## src/rtl/fir_pkg.sv

```systemverilog
// Shared types and width-derivation helpers for the symmetric TDM FIR filter.
package fir_pkg;

   typedef enum logic {
      IDLE = 1'b0,
      MAC  = 1'b1
   } state_t;

   // Ceiling log2; returns 0 for values <= 1.
   function automatic int clog2(input int value);
      int result;
      result = 0;
      while ((1 << result) < value) result++;
      return result;
   endfunction

   // Channel tag width; a single channel still gets one bit.
   function automatic int ch_width(input int num_ch);
      return (num_ch > 1) ? clog2(num_ch) : 1;
   endfunction

   // Coefficient address width for the (n_taps+1)/2 unique coefficients.
   function automatic int ca_width(input int n_taps);
      return clog2((n_taps + 1) / 2);
   endfunction

   // Accumulator width: pre-added sample (data_w+1) times coefficient, summed over M terms.
   function automatic int acc_width(input int data_w, input int coeff_w, input int n_taps);
      return data_w + 1 + coeff_w + clog2((n_taps + 1) / 2);
   endfunction

endpackage

```

## src/rtl/fir_round_sat.sv

```systemverilog
// Combinational output stage: round half up, arithmetic right shift, clamp to OUT_W.
module fir_round_sat #(
   parameter int ACC_W = 38,
   parameter int OUT_W = 24
) (
   input  logic [ACC_W-1:0] acc,
   input  logic [5:0]       shift,
   output logic [OUT_W-1:0] data,
   output logic             sat
);

   // One guard bit so adding the rounding bias can never wrap.
   localparam int SUM_W = ACC_W + 1;
   localparam logic signed [SUM_W-1:0] ONE   = SUM_W'(1);
   localparam logic signed [SUM_W-1:0] MAX_V = {{(SUM_W-OUT_W+1){1'b0}}, {(OUT_W-1){1'b1}}};
   localparam logic signed [SUM_W-1:0] MIN_V = {{(SUM_W-OUT_W+1){1'b1}}, {(OUT_W-1){1'b0}}};

   logic signed [SUM_W-1:0] bias;
   logic signed [SUM_W-1:0] sum;
   logic signed [SUM_W-1:0] shifted;

   // Add half an output LSB, shift arithmetically, then clamp and flag.
   always_comb begin
      bias = '0;
      if (shift != 6'd0) begin
         bias = ONE << (shift - 6'd1);
      end
      sum     = {acc[ACC_W-1], acc} + bias;
      shifted = sum >>> shift;
      data    = shifted[OUT_W-1:0];
      sat     = 1'b0;
      if (shifted > MAX_V) begin
         data = MAX_V[OUT_W-1:0];
         sat  = 1'b1;
      end else if (shifted < MIN_V) begin
         data = MIN_V[OUT_W-1:0];
         sat  = 1'b1;
      end
   end

endmodule

```

## src/rtl/fir_symmetric_tdm.sv

```systemverilog
// Multi-channel time-multiplexed odd-length symmetric FIR with run-time coefficients.
// One MAC per cycle folds a tap pair (x[k] + x[N-1-k]) onto the shared coefficient c[k].
module fir_symmetric_tdm
   import fir_pkg::*;
#(
   parameter int N_TAPS  = 51,
   parameter int DATA_W  = 16,
   parameter int COEFF_W = 16,
   parameter int NUM_CH  = 2,
   parameter int OUT_W   = 24
) (
   input  logic                           clk,
   input  logic                           rst,
   input  logic                           in_valid,
   output logic                           in_ready,
   input  logic [ch_width(NUM_CH)-1:0]    in_ch,
   input  logic [DATA_W-1:0]              in_data,
   input  logic                           coef_we,
   input  logic [ca_width(N_TAPS)-1:0]    coef_addr,
   input  logic [COEFF_W-1:0]             coef_data,
   input  logic [5:0]                     shift,
   output logic                           out_valid,
   output logic [ch_width(NUM_CH)-1:0]    out_ch,
   output logic [OUT_W-1:0]               out_data,
   output logic                           out_sat
);

   localparam int M      = (N_TAPS + 1) / 2;
   localparam int CH_W   = ch_width(NUM_CH);
   localparam int CA_W   = ca_width(N_TAPS);
   localparam int ACC_W  = acc_width(DATA_W, COEFF_W, N_TAPS);
   localparam int IDX_W  = clog2(N_TAPS);
   localparam int PROD_W = COEFF_W + DATA_W + 1;

   localparam logic [CA_W-1:0]  K_LAST   = CA_W'(M - 1);
   localparam logic [IDX_W-1:0] TAP_LAST = IDX_W'(N_TAPS - 1);

   state_t state_reg, state_next;

   logic signed [DATA_W-1:0]  dline_reg [NUM_CH][N_TAPS];
   logic signed [COEFF_W-1:0] coef_reg  [M];

   logic [CH_W-1:0]         ch_reg;
   logic [5:0]              shift_reg;
   logic [CA_W-1:0]         k_reg;
   logic signed [ACC_W-1:0] acc_reg;

   logic             out_valid_reg;
   logic [CH_W-1:0]  out_ch_reg;
   logic [OUT_W-1:0] out_data_reg;
   logic             out_sat_reg;

   logic ch_ok;
   logic accept;
   logic coef_wr;
   logic last_k;

   logic [IDX_W-1:0]           k_idx;
   logic [IDX_W-1:0]           mirror_idx;
   logic signed [DATA_W-1:0]   x_lo;
   logic signed [DATA_W-1:0]   x_hi;
   logic signed [DATA_W:0]     pre_add;
   logic signed [COEFF_W-1:0]  coef_sel;
   logic signed [PROD_W-1:0]   prod;
   logic signed [ACC_W-1:0]    acc_sum;

   logic [OUT_W-1:0] rs_data;
   logic             rs_sat;

   // Handshake qualification; out-of-range channels are silently dropped.
   assign ch_ok    = ({1'b0, in_ch} < (CH_W + 1)'(NUM_CH));
   assign in_ready = (state_reg == IDLE);
   assign accept   = in_valid && in_ready && ch_ok;
   assign coef_wr  = coef_we && in_ready && ({1'b0, coef_addr} < (CA_W + 1)'(M));
   assign last_k   = (k_reg == K_LAST);

   // State register.
   always_ff @(posedge clk) begin
      if (rst) begin
         state_reg <= IDLE;
      end else begin
         state_reg <= state_next;
      end
   end

   // Next state: one MAC pass of M cycles per accepted sample.
   always_comb begin
      state_next = state_reg;
      case (state_reg)
         IDLE:    if (accept) state_next = MAC;
         MAC:     if (last_k) state_next = IDLE;
         default: state_next = IDLE;
      endcase
   end

   // Per-channel delay lines; only the addressed channel shifts on accept.
   always_ff @(posedge clk) begin
      if (rst) begin
         for (int c = 0; c < NUM_CH; c++) begin
            for (int t = 0; t < N_TAPS; t++) begin
               dline_reg[c][t] <= '0;
            end
         end
      end else if (accept) begin
         dline_reg[in_ch][0] <= in_data;
         for (int t = 1; t < N_TAPS; t++) begin
            dline_reg[in_ch][t] <= dline_reg[in_ch][t-1];
         end
      end
   end

   // Coefficient store; writes land before the MAC that starts with the same accept.
   always_ff @(posedge clk) begin
      if (rst) begin
         for (int k = 0; k < M; k++) begin
            coef_reg[k] <= '0;
         end
      end else if (coef_wr) begin
         coef_reg[coef_addr] <= coef_data;
      end
   end

   // Tap-pair fetch and pre-add; the centre tap has no partner.
   always_comb begin
      k_idx      = IDX_W'(k_reg);
      mirror_idx = TAP_LAST - k_idx;
      x_lo       = dline_reg[ch_reg][k_idx];
      x_hi       = dline_reg[ch_reg][mirror_idx];
      coef_sel   = coef_reg[k_reg];
      if (last_k) begin
         pre_add = {x_lo[DATA_W-1], x_lo};
      end else begin
         pre_add = {x_lo[DATA_W-1], x_lo} + {x_hi[DATA_W-1], x_hi};
      end
      prod    = coef_sel * pre_add;
      acc_sum = acc_reg + {{(ACC_W-PROD_W){prod[PROD_W-1]}}, prod};
   end

   // The output stage sees the accumulator including the final product so the
   // result registers on the same edge the FSM returns to IDLE.
   fir_round_sat #(
      .ACC_W(ACC_W),
      .OUT_W(OUT_W)
   ) u_round_sat (
      .acc   (acc_sum),
      .shift (shift_reg),
      .data  (rs_data),
      .sat   (rs_sat)
   );

   // Accept latching, accumulation and the registered result.
   always_ff @(posedge clk) begin
      if (rst) begin
         ch_reg        <= '0;
         shift_reg     <= '0;
         k_reg         <= '0;
         acc_reg       <= '0;
         out_valid_reg <= 1'b0;
         out_ch_reg    <= '0;
         out_data_reg  <= '0;
         out_sat_reg   <= 1'b0;
      end else begin
         out_valid_reg <= 1'b0;
         if (accept) begin
            ch_reg    <= in_ch;
            shift_reg <= shift;
            k_reg     <= '0;
            acc_reg   <= '0;
         end else if (state_reg == MAC) begin
            acc_reg <= acc_sum;
            k_reg   <= k_reg + CA_W'(1);
            if (last_k) begin
               out_valid_reg <= 1'b1;
               out_ch_reg    <= ch_reg;
               out_data_reg  <= rs_data;
               out_sat_reg   <= rs_sat;
            end
         end
      end
   end

   assign out_valid = out_valid_reg;
   assign out_ch    = out_ch_reg;
   assign out_data  = out_data_reg;
   assign out_sat   = out_sat_reg;

endmodule

```

## config.mk

```make
export PLATFORM = sky130hd
export DESIGN_NAME = fir_symmetric_tdm
export DESIGN_NICKNAME = d
export VERILOG_FILES = /design/src/rtl/fir_pkg.sv /design/src/rtl/fir_round_sat.sv /design/src/rtl/fir_symmetric_tdm.sv
export SDC_FILE = /design/constraint.sdc
export NUM_CORES = 2
export LEC_CHECK = 0
export BUFFER_PORTS_ARGS = -buffer_cell sky130_fd_sc_hd__buf_2
export CAP_MARGIN = 0
export CORE_MARGIN = 2
export CORE_UTILIZATION = 43
export DETAILED_ROUTE_END_ITERATION = 6
export HOLD_SLACK_MARGIN = 0.1
export PLACE_DENSITY_LB_ADDON = 0.12
export RECOVER_POWER = 50
export SETUP_SLACK_MARGIN = 0.5
export SYNTH_ARGS = -nofsm -noshare
export SYNTH_HDL_FRONTEND = slang
export SYNTH_SLANG_ARGS = --single-unit
export TNS_END_PERCENT = 50
```

## constraint.sdc

```tcl
create_clock -name clk -period 19.6 [get_ports clk]
set_clock_uncertainty 0.1 [all_clocks]
set_input_delay 0.98 -clock clk [delete_from_list [all_inputs] [get_ports clk]]
set_output_delay 0.98 -clock clk [all_outputs]
set_load 0.005 [all_outputs]
```

# Word-level counts from Yosys, hierarchy flattened
# Memory sizes are Yosys's and may differ from the RTL's. A register that Yosys moved wholly into a read port is not among the register bits.
# Cells that the tools add are included.
# totals
elab_cells	72
memories	2
regBits	78
output_inout_bits	28
in_bits	48
ram_bits	2048
# classes
eq_ne	1
n_lt_le_gt_ge	5
bitwise	4
mul	1
add_sub_neg	6
n_reduce_logical	9
muxes	33
n_shift	2
# mem_list
memory	depth	width	rd	rd_clocked_by_memory_dff	write_ports	line_no	source
dline_reg	2	816	2	1	2	fir_symmetric_tdm.sv:40	logic signed [DATA_W-1:0] dline_reg [NUM_CH][N_TAPS];
coef_reg	26	16	1	1	26	fir_symmetric_tdm.sv:41	logic signed [COEFF_W-1:0] coef_reg [M];
# op_table
op	count
$mux W816	1
$reduce_or A816 Y1	1
$bmux W16 S6	2
$mux W16	5
$mux W24	2
$add A39 B39 Y39	1
$gt A39 B24 Y1 const B	1
$lt A39 B24 Y1 const B	1
$mux W39	1
$shl A1 B6 Y39 const A	1
$sshr A39 B6 Y39	1
$add A38 B38 Y38	1
$mul A16 B17 Y33	1
$add A16 B16 Y17	1
$mux W1	17
$mux W17	1
$reduce_or A16 Y1	1
$mux W5	3
$ge A7 B7 Y1 const B	2
$not A5 Y7	1
$not A6 Y7	1
$reduce_bool A6 Y1	1
$sub A6 B1 Y6 const B	1
$sub A6 B5 Y6 const A	1
9 further kinds	12

# Logic depth before layout (Yosys ltp)
# depth
word_depth	14
ltp_mapped	80
depth_no_buf	73

# By module
# Synthesis repeated with hierarchy kept, for this count alone.
# hier_totals
cells_unflattened	8573
hier_area_um2	120430.5
# modules_own_cells
mod	cells_each	area_each_um2	instances	seq_area_each_um2
fir_symmetric_tdm	7621	114269.6	1	66063.4
fir_round_sat	952	6160.9	1	0.0

# Least setup slack after synthesis
# No wires, ideal clock.
# synth_timing
kind	register to register
startpoint	register k_reg[1]
endpoint	register out_data_reg[12] (netlist: out_data[12])
arrival_time_ns	17.290
n_path_buf	9
stages_incl_launch_ff	72
t_required_ns	19.361
setup_time_ns	0.139
setup_slack_ns	2.071
period_less_slack_ns	17.529
cell_sequence	dfxtp_1 > buf_1 > clkbuf_1 > buf_1 > inv_1 > ha_1 > buf_1 > buf_1 > buf_1 > clkbuf_1 > a21oi_1 > nor3_1 > a21oi_1 > ha_1 > fa_1 > a21o_1 > a21oi_1 > o21bai_1 > [... 36 more ...] > inv_1 > a21oi_1 > xnor2_1 > ha_1 > buf_2 > a2111oi_0 > o211ai_1 > nand3_1 > nand2_1 > or3_1 > o31ai_1 > a2111oi_1 > or3_1 > mux2i_2 > a31oi_1 > or3_4 > o41ai_4 > o22ai_1
# synth_via
elab_chain_len	14
elab_cells_between_ends	21
classes_between	add/sub (4); mul (1); order compare (2); eq/ne (1); shift (1); mux (9); bitwise (2); reduce/logical (1)
# synth_rtl
item	line_no	source
start: declaration	fir_symmetric_tdm.sv:45	logic [CA_W-1:0] k_reg;
start signal: assignment	fir_symmetric_tdm.sv:171	k_reg <= k_reg + CA_W'(1);
$sub A6 B5 Y6	fir_symmetric_tdm.sv:126	mirror_idx = TAP_LAST - k_idx;
$not A6 Y7 (implied by the code)	fir_symmetric_tdm.sv:128	x_hi = dline_reg[ch_reg][mirror_idx];
$bmux W16 S6	fir_symmetric_tdm.sv:128	
$mux W16 (implied by the code) (2 in a row)	fir_symmetric_tdm.sv:128	
$add A16 B16 Y17	fir_symmetric_tdm.sv:133	pre_add = {x_lo[DATA_W-1], x_lo} + {x_hi[DATA_W-1], x_hi};
$mux W17 *	fir_symmetric_tdm.sv:130	if (last_k) begin
$mul A16 B17 Y33 *	fir_symmetric_tdm.sv:135	prod = coef_sel * pre_add;
$add A38 B38 Y38 *	fir_symmetric_tdm.sv:136	acc_sum = acc_reg + {{(ACC_W-PROD_W){prod[PROD_W-1]}}, prod};
via acc_sum[29]	fir_symmetric_tdm.sv:65	logic signed [ACC_W-1:0] acc_sum;
$add A39 B39 Y39 *	fir_round_sat.sv:28	sum = {acc[ACC_W-1], acc} + bias;
$sshr A39 B6 Y39 *	fir_round_sat.sv:29	shifted = sum >>> shift;
$lt A39 B24 Y1	fir_round_sat.sv:35	end else if (shifted < MIN_V) begin
$mux W24	fir_round_sat.sv:35	
$mux W24 *	fir_round_sat.sv:32	if (shifted > MAX_V) begin
end signal: assignment	fir_symmetric_tdm.sv:175	out_data_reg <= rs_data;
end: declaration	fir_symmetric_tdm.sv:50	logic [OUT_W-1:0] out_data_reg;
# The timed path passes the listed nets; every way through them passes the cells marked *. The select of a mux whose other input is x is not followed.
# A chain may end at the register's enable or synchronous reset.

==> metrics.yaml <==
post_drt_wl_per_cell_um: 25.0
hold_ws_ps: 242
period_needed_ps: 18100
place_area_um2: 125000
drive_gt1_share_pct: 14.5
register_area_um2: 66100
synth_top_family_by_area: "multiplexers"
synth_top_area_share_pct: 53.6
ys_warn_count: 0
clock_latency_ps: 950
synth_edf_count: 2144
outcome: "finished, violations left"
seq_area_frac_synth_pct: 55.0
antenna_found_initial: 9
largest_reg_flops: 1632
r2r_end: "out_data[8]"
initial_core_util_pct: 43.1
post-route-cell-area_um2: 133000
syn_area_um2: 120000
rows: 194
synthXorXnorAreaFrac_pct: 0.858
drt_iter0_drc: 6285
syn2layout_area_growth_pct: 10.8
cp.arrival_ps: 18760
synth_area_leader_cell: "edfxtp_1"
n_fill_cell: 24500
dp.cells: 12100
grt_max_degree: 220
num_vias: 72900
finalHoldViolations: 0
root_buffer: "clkbuf_16"
timing.final.max_slew_violations: 2130
synth_ff_type: "edfxtp_1"
cp-start-kind: "flop"
cts_max_level: 4
instances_no_fill: 12600
die_x_um: 533
routed_wirelength_mm: 315
finalSetupViolCount: 0
finalCritPeriodShare_pct: 92.4
via_per_inst: 5.79
numCtsBuffers: 242
yosys.area_share.adder_pct: 6.52
portBuffers: 75
dp_hpwl_mm: 199
reg2reg_setup_slack_ps: 1500
grt_pass1_wl_mm: 482
numClockSinks: 2228
cp_common_cell: "a21oi_1"
ctsLongestPathBuffers: 4
fmax_mhz: 55.2
synth_cell_types: 104
cts_tree: "built"
cp-end-kind: "flop"
syn_area_per_cell_um2: 14.0
drv_cap: 46
hold_class: "primary input to flop"
netlist_top_cells_count: "edfxtp_1, and2_1, a21o_1"
drtAntennaViolNets: 0
postCtsHoldBufs: 0
overflow: 0
gp_congestion: 0.887
ys_seq_elements: 2228
rsz0062_at_grt: "false"
synth_compound_area_share_pct: 9.85
syn_inst: 8603
cpMaxStageDelayCell: "a2111oi_1"
grt.total_usage_pct: 21.9
tightest_slew_ps: 9480
path_clk_slew_ps: 70
drc: 0
yosysMostFrequentCell: "edfxtp_1"
synthTopCellsByArea: "edfxtp_1, mux4_2, and2_1, a21o_1, fa_1"
crit_end: "out_data[8]"
crit_type: "flop to flop"
crit_fanout: 17
fin_tns_setup_ps: 0
cp.required_ps: 20260
r2r_cells: 66
io_pins: 76
core_area_um2: 279000
synthSimpleGateAreaFrac_pct: 10.4
violations: "capacitance limit, slew limit"
async_flop_share_pct: 0
cpPeakStageDelay_ps: 600
grt_pass1_vias: 75600
nets: 9167
dr.pass1.iters: 7
multi_input_area_um2: 51100
chipHeight_um: 533
dieArea_um2: 284000
relSlewSlack_pct: -532
synth_mux_area_share_pct: 14.4
[per-layer routing]
layer / routed length (um) / track usage (%) / share of wire [%]
met5: 21 / 0 / 0.0067
met4: 7230 / 4.86 / 2.3
met3: 15800 / 3.06 / 5.0
met2: 148000 / 35.2 / 47
met1: 144000 / 31.7 / 46
[metrics by stage]
stage / setup WS (ps) / utilization, %
after detailed placement: 509 / 44.9
after global routing: 416 / 47.8
after floorplan: 2070 / -
after global placement: 783 / 44.9
after CTS: 503 / 47.7
final: 1500 / 47.8
[layout make-up]
cell class	count	share of cell area, %
multi-input cells	5523	38.4
repair buffers	284	1.46
clock buffers	296	4.74
flip-flops and latches	2228	49.7
diodes	7	0.0132
well taps	3724	3.50
clock inverters	153	1.16
inverters	382	1.08
[logic make-up (layout without fill, tap and decap cells)]
kind of cell | after synthesis | in the layout
simple gates | 2283 | 2283
flops | 2228 | 2228
compound gates | 1645 | 1645
buf+inv | 947 | 1115
mux | 926 | 926
fa+ha+maj | 458 | 458
xor+xnor | 115 | 115
other cells | 1 | 103
[worst max-delay path: cells and delay by family, from the launching register on]
family                     cells  cell delay, ps
AOI/OAI and AO/OA             30            7360
xor gates and xnor gates       2             430
adders and majority gates     10            4380
buffers and inverters          8             980
DFF                            1             520
muxes                          3            1440
and+or+nand+nor               13            2700
[cell usage in the layout (no fill, tap or decap), types with 53 or more instances in the layout]
master and count:
a211oi_1 66, a21o_1 847, a21oi_1 238, and2_0 638, and2_1 661, buf_4 136
clkbuf_1 141, clkbuf_16 247, clkinv_1 63, conb_1 96, dfxtp_1 72, edfxtp_1 2144
fa_1 280, ha_1 176, inv_1 379, mux2i_1 260, mux4_2 634, nand2_1 302
nand3_1 53, nor2_1 366, nor3_1 57, o21ai_0 83, o221ai_1 70, o22ai_1 69
xnor2_1 81
[worst min path at each step]
stage                       from      endpoint  cells past startpoint
floorplan                 ch_reg        out_ch                      2
global placement    out_data[23]  out_data[23]                      2
detailed placement  out_data[23]  out_data[23]                      2
CTS                     shift[0]  shift_reg[0]                      3
global route            shift[5]  shift_reg[5]                      3
finish                  shift[0]  shift_reg[0]                      3
[timing repair]
action,4_1_cts,5_1_grt
setup endpoints to repair,10,25
resized for setup,3,25
pin swaps,0,4
cloned,0,2
setup buffers,0,21
Power is left out: the tool's default activity adds up to more than one toggle a clock period on the data nets, which glitch-free logic cannot reach.
